`config.mk`:
```
export PLATFORM = sky130hd
export DESIGN_NAME = exp_golomb_decoder
export DESIGN_NICKNAME = d
export VERILOG_FILES = /design/src/rtl/exp_golomb_decoder.sv
export SDC_FILE = /design/constraint.sdc
export NUM_CORES = 1
export LEC_CHECK = 0
export ABC_AREA = 1
export BUFFER_PORTS_ARGS = -buffer_cell sky130_fd_sc_hd__buf_2
export CORE_MARGIN = 1.5
export CORE_UTILIZATION = 40
export DETAILED_ROUTE_END_ITERATION = 10
export PLACE_DENSITY = 0.61
export SLEW_MARGIN = 20
export SYNTH_ARGS = -nofsm -noshare
export SYNTH_HDL_FRONTEND = slang
export SYNTH_SLANG_ARGS = --single-unit
```
`constraint.sdc`:
```
create_clock -name Clk -period 6.3 [get_ports Clk]
set_clock_uncertainty 0.05 [all_clocks]
set_input_delay 0.63 -clock Clk [delete_from_list [all_inputs] [get_ports Clk]]
set_output_delay 0.63 -clock Clk [all_outputs]
set_load 0.005 [all_outputs]
```
`src/rtl/exp_golomb_decoder.sv`:
```
// Exp-Golomb ue(v)/se(v) decoder driving a 16-bit MSB-aligned barrel shifter.
// Codes up to 15 bits decode in one window; longer codes take a prefix shift and then a suffix shift.
module exp_golomb_decoder #(
  parameter int MAX_LZ = 15
) (
  input  logic        Clk,
  input  logic        Reset,
  input  logic        Enable,
  input  logic        ShifterReady,
  input  logic [15:0] BitstreamShifted,
  input  logic        Start,
  input  logic        Signed,
  output logic        ShiftEn,
  output logic [4:0]  NumShift,
  output logic        Busy,
  output logic        Done,
  output logic [15:0] Value,
  output logic        Error
);

  typedef enum logic [1:0] {IDLE, HEAD, TAIL, ERR} state_e;

  state_e      state_q, state_d;
  logic [4:0]  lz_q, lz_d;
  logic        signed_q, signed_d;
  logic [15:0] value_q, value_d;
  logic        done_q, done_d;
  logic        error_q, error_d;

  logic        active;
  logic [4:0]  lz;
  logic [31:0] win32;
  logic [31:0] info;
  logic [15:0] code_num;

  function automatic logic [15:0] se_map(input logic [15:0] k);
    if (k[0]) return (k >> 1) + 16'd1;
    else      return 16'd0 - (k >> 1);
  endfunction

  assign active = !Reset && Enable;
  assign win32  = {BitstreamShifted, 16'h0000};

  // Ascending scan so the most significant set bit wins; all-zero window reports 16.
  always_comb begin
    lz = 5'd16;
    for (int i = 0; i < 16; i++)
      if (BitstreamShifted[i]) lz = 5'(15 - i);
  end

  always_comb begin
    state_d  = state_q;
    lz_d     = lz_q;
    signed_d = signed_q;
    value_d  = value_q;
    done_d   = 1'b0;
    error_d  = error_q;
    ShiftEn  = 1'b0;
    NumShift = 5'd0;
    info     = 32'd0;
    code_num = 16'd0;
    case (state_q)
      IDLE: begin
        if (Start) begin
          signed_d = Signed;
          state_d  = HEAD;
        end
      end
      HEAD: begin
        if (ShifterReady) begin
          if (32'(lz) > 32'(MAX_LZ)) begin
            state_d = ERR;
            error_d = 1'b1;
          end else if (lz <= 5'd7) begin
            // Drop the prefix and marker bit, then keep the lz info bits that follow.
            ShiftEn  = 1'b1;
            NumShift = {lz[3:0], 1'b1};
            info     = (win32 << ({1'b0, lz} + 6'd1)) >> (6'd32 - {1'b0, lz});
            code_num = 16'((32'd1 << lz) - 32'd1 + info);
            value_d  = signed_q ? se_map(code_num) : code_num;
            done_d   = 1'b1;
            state_d  = IDLE;
          end else begin
            ShiftEn  = 1'b1;
            NumShift = lz + 5'd1;
            lz_d     = lz;
            state_d  = TAIL;
          end
        end
      end
      TAIL: begin
        if (ShifterReady) begin
          ShiftEn  = 1'b1;
          NumShift = lz_q;
          info     = win32 >> (6'd32 - {1'b0, lz_q});
          code_num = 16'((32'd1 << lz_q) - 32'd1 + info);
          value_d  = signed_q ? se_map(code_num) : code_num;
          done_d   = 1'b1;
          state_d  = IDLE;
        end
      end
      default: ;
    endcase
    // Reset or disable in the same cycle suppresses any shift already decoded.
    if (!active) begin
      ShiftEn  = 1'b0;
      NumShift = 5'd0;
    end
  end

  always_ff @(posedge Clk) begin
    if (!active) begin
      state_q  <= IDLE;
      lz_q     <= 5'd0;
      signed_q <= 1'b0;
      value_q  <= 16'd0;
      done_q   <= 1'b0;
      error_q  <= 1'b0;
    end else begin
      state_q  <= state_d;
      lz_q     <= lz_d;
      signed_q <= signed_d;
      value_q  <= value_d;
      done_q   <= done_d;
      error_q  <= error_d;
    end
  end

  assign Busy  = (state_q == HEAD) || (state_q == TAIL);
  assign Done  = done_q;
  assign Value = value_q;
  assign Error = error_q;

endmodule

```
==> impl_metrics.yaml <==
cts:
  cts_tree: "built"
  htreeDepth: 1
  numCtsBuffers: 3
  clk_path_buf_depth: 2
  cts_root_buf: "clkbuf_16"
  cts_sinks: 26
  cts.clk_slew.worst_paths_ps: 70
  clock_latency_ps: 270
  hold_buffers: 0
critical_path:
  critical_path.top_delay_family: "simple AND/OR/NAND/NOR gates"
  path_class: "in2reg"
  worst_path_largest_cell_delay_ps: 420
  worstPathMaxFanout: 11
  crit_buf_inv: 12
  rrSetupSlack_ps: 500
  cp.required_ps: 6460
  cp-end-kind: "flop"
  cpMostUsedCell: "nand2_1"
  cp_slowest_cell: "fa_2"
  cp.arrival_ps: 6160
  startpoint_type: "input pin"
synthesis:
  seq_area_frac_synth_pct: 6.891
  synth-edff-count: 0
  postSynthCellCount: 1316
  synth_seq_cells: 26
  yosys_most_used_dff: "dfxtp_1"
  netlist.area_leader.share_pct: 14.41
  ys_async_sr_fraction_pct: 0
  netlist_area_um2: 7553
  synthTopCellsByCount: "nand2_1 (290), inv_1 (196), nand3_1 (171), o21ai_0 (102), ha_1 (79)"
  netlist_top_cells_area: "nand2_1 (14%), ha_1 (13%), nand3_1 (11%), inv_1 (9.7%), dfxtp_1 (6.9%)"
  yosysMostFrequentCell: "nand2_1"
  yosys_warnings: 0
  yosysTopAreaCell: "nand2_1"
  syn-num-nets: 1419
  synth_area_per_cell_um2: 5.740
  synth_cell_types: 61
grt:
  grt_pass1_vias: 8366
  antenna_found_initial: 0
  grt.total_usage_pct: 24.08
  grt_pass1_wl_um: 39740
  grt_max_degree: 38
  overflow: 0
timing:
  final.min_clock_period_ps: 6005
  fmax_mhz: 166.5
  tns_ps: 0
  max_slew_margin_pct: 40.25
  maxSlewViolCount: 0
  finalSetupViolations: 0
  final-hold-violation-count: 0
  fin_crit_sh_pct: 95.32
  setup_slack_ps: 294.9
  rsz0062_at_grt: "true"
  worstMarginPinSlew_ps: 895.3
placed_design:
  dp_cells: 1689
  placed_cell_area_um2: 9021
  io_buffers: 46
  globalplace.congestion: 0.9321
  pre_cts_slack_ps: -273.3
  dpl.hpwl_um: 19610
detailed_routing:
  wirelength_um: 24870
  route.detailed.drc: 0
  drt-initial-drc-count: 574
  firstDrtPassIters: 5
  viasPerCell: 5.362
  ant_nets: 0
  vias: 9195
  wl_per_cell_um: 14.50
floorplanning:
  io_pins: 47
  dieArea_um2: 19720
  core_um2: 18640
  rows: 50
  die_w_um: 140.4
  initial_core_util_pct: 40.52
  fp.dieH_um: 140.4
final_layout:
  fin_area_um2: 9799
  nets: 1585
  area_growth_pct: 29.73
  final_cells: 1715
  n_antenna_cell: 0
  fin_util_pct: 52.56
  drive_above_1_share_pct: 25.12
run:
  cap_violations: 0
pwr:
  vdd_drop_max_uv: 135.6
  p_leak_nw: 4.967
  powerDensity_nw_per_um2: 188.2
min_path:
  hp-class: "reg2reg"
run_status:
  status: "finished, final reports clean"
power by group:
part           internal [mW]  switching, mW
Sequential             0.168        0.00497
Combinational          0.672          0.808
Clock                  0.127         0.0649
Total                  0.967          0.877
per-layer routing:
metal / GRT usage, % / part of all wire [%]
met1: 32.42 / 46
met2: 42.11 / 47
met3: 1.060 / 4.4
met4: 6.039 / 2.2
met5: 0 / 0
cell type report:
type / instances / area (um2)
fill: 1923 / 8843
multi-input combinational: 1019 / 6440
timing repair buffer: 218 / 1617
inverter: 213 / 814.5
sequential: 26 / 521.8
tap: 234 / 292.8
clock buffer: 3 / 75.07
clock inverter: 1 / 30.03
timing repair inverter: 1 / 8.758
flip-flops by register name, summed over array words and instances, names as in the netlist:
name,flops
Done,1
Error,1
Value,16
lz_q,5
signed_q,1
state_q,2
final timing paths:
kind | start | cells after the start | end
hold / removal | state_q[0]$_SDFFE_PN0P_ | 2 | state_q[0]$_SDFFE_PN0P_
setup reg to reg | lz_q[1]$_SDFFE_PN0P_ | 31 | Value[13]$_SDFFE_PN0P_
hold reg to reg | state_q[0]$_SDFFE_PN0P_ | 2 | state_q[0]$_SDFFE_PN0P_
setup / recovery | BitstreamShifted[3] | 42 | Value[14]$_SDFFE_PN0P_
logic make-up after synthesis:
family / synth area share (%)
AND/OR/NAND/NOR: 36.67
AO/OA/AOI/OAI: 21.45
adder cells (fa/ha/maj): 13.62
buffers and inverters: 14.25
XOR/XNOR: 5.533
multiplexers: 1.590
flip-flops: 6.891
cells in the final DEF, fill, tap and decap left out, drive strengths merged, types with 3 or more instances in the layout:
master | synthesis | routed
xor2 | 34 | 34
nand3 | 178 | 178
nand4 | 14 | 14
nor4 | 8 | 8
nand2 | 305 | 305
ha | 79 | 79
and2 | 3 | 3
o21bai | 4 | 4
mux2i | 12 | 12
nor2 | 67 | 67
clkbuf | 35 | 4
o21ai | 117 | 117
a31oi | 10 | 10
a21oi | 75 | 75
or2 | 5 | 5
dfxtp | 26 | 26
inv | 210 | 211
o221ai | 11 | 11
o22ai | 5 | 5
nor3 | 24 | 24
a22oi | 3 | 3
o211ai | 27 | 27
a21o | 5 | 5
o2111ai | 3 | 3
xnor2 | 12 | 12
buf | 23 | 217
clkinv | 3 | 3
what timing repair did:
action,in CTS,in global routing
gates resized for setup,0,117
setup endpoints to repair,1,9
cloned,0,3
buffers inserted,2,17
pin swaps,1,44
per-stage QoR:
step	hold slack [ps]	power, mW
6_report	441.4	1.844
2_1_floorplan	396.6	0.9290
5_1_grt	463.4	1.995
4_1_cts	442.6	1.616
3_3_place_gp	428.0	1.400
3_5_place_dp	431.0	1.403
worst reg2reg max path: cells and delay by family (launching register included):
| family | cells | cell delay [ps] |
|---|---|---|
| simple gates | 12 | 1770 |
| flops | 1 | 400 |
| compound gates | 6 | 810 |
| xor+xnor | 2 | 410 |
| fa+ha+maj | 4 | 1460 |
| buf+inv | 7 | 780 |
(Power assumes the default switching activity.)
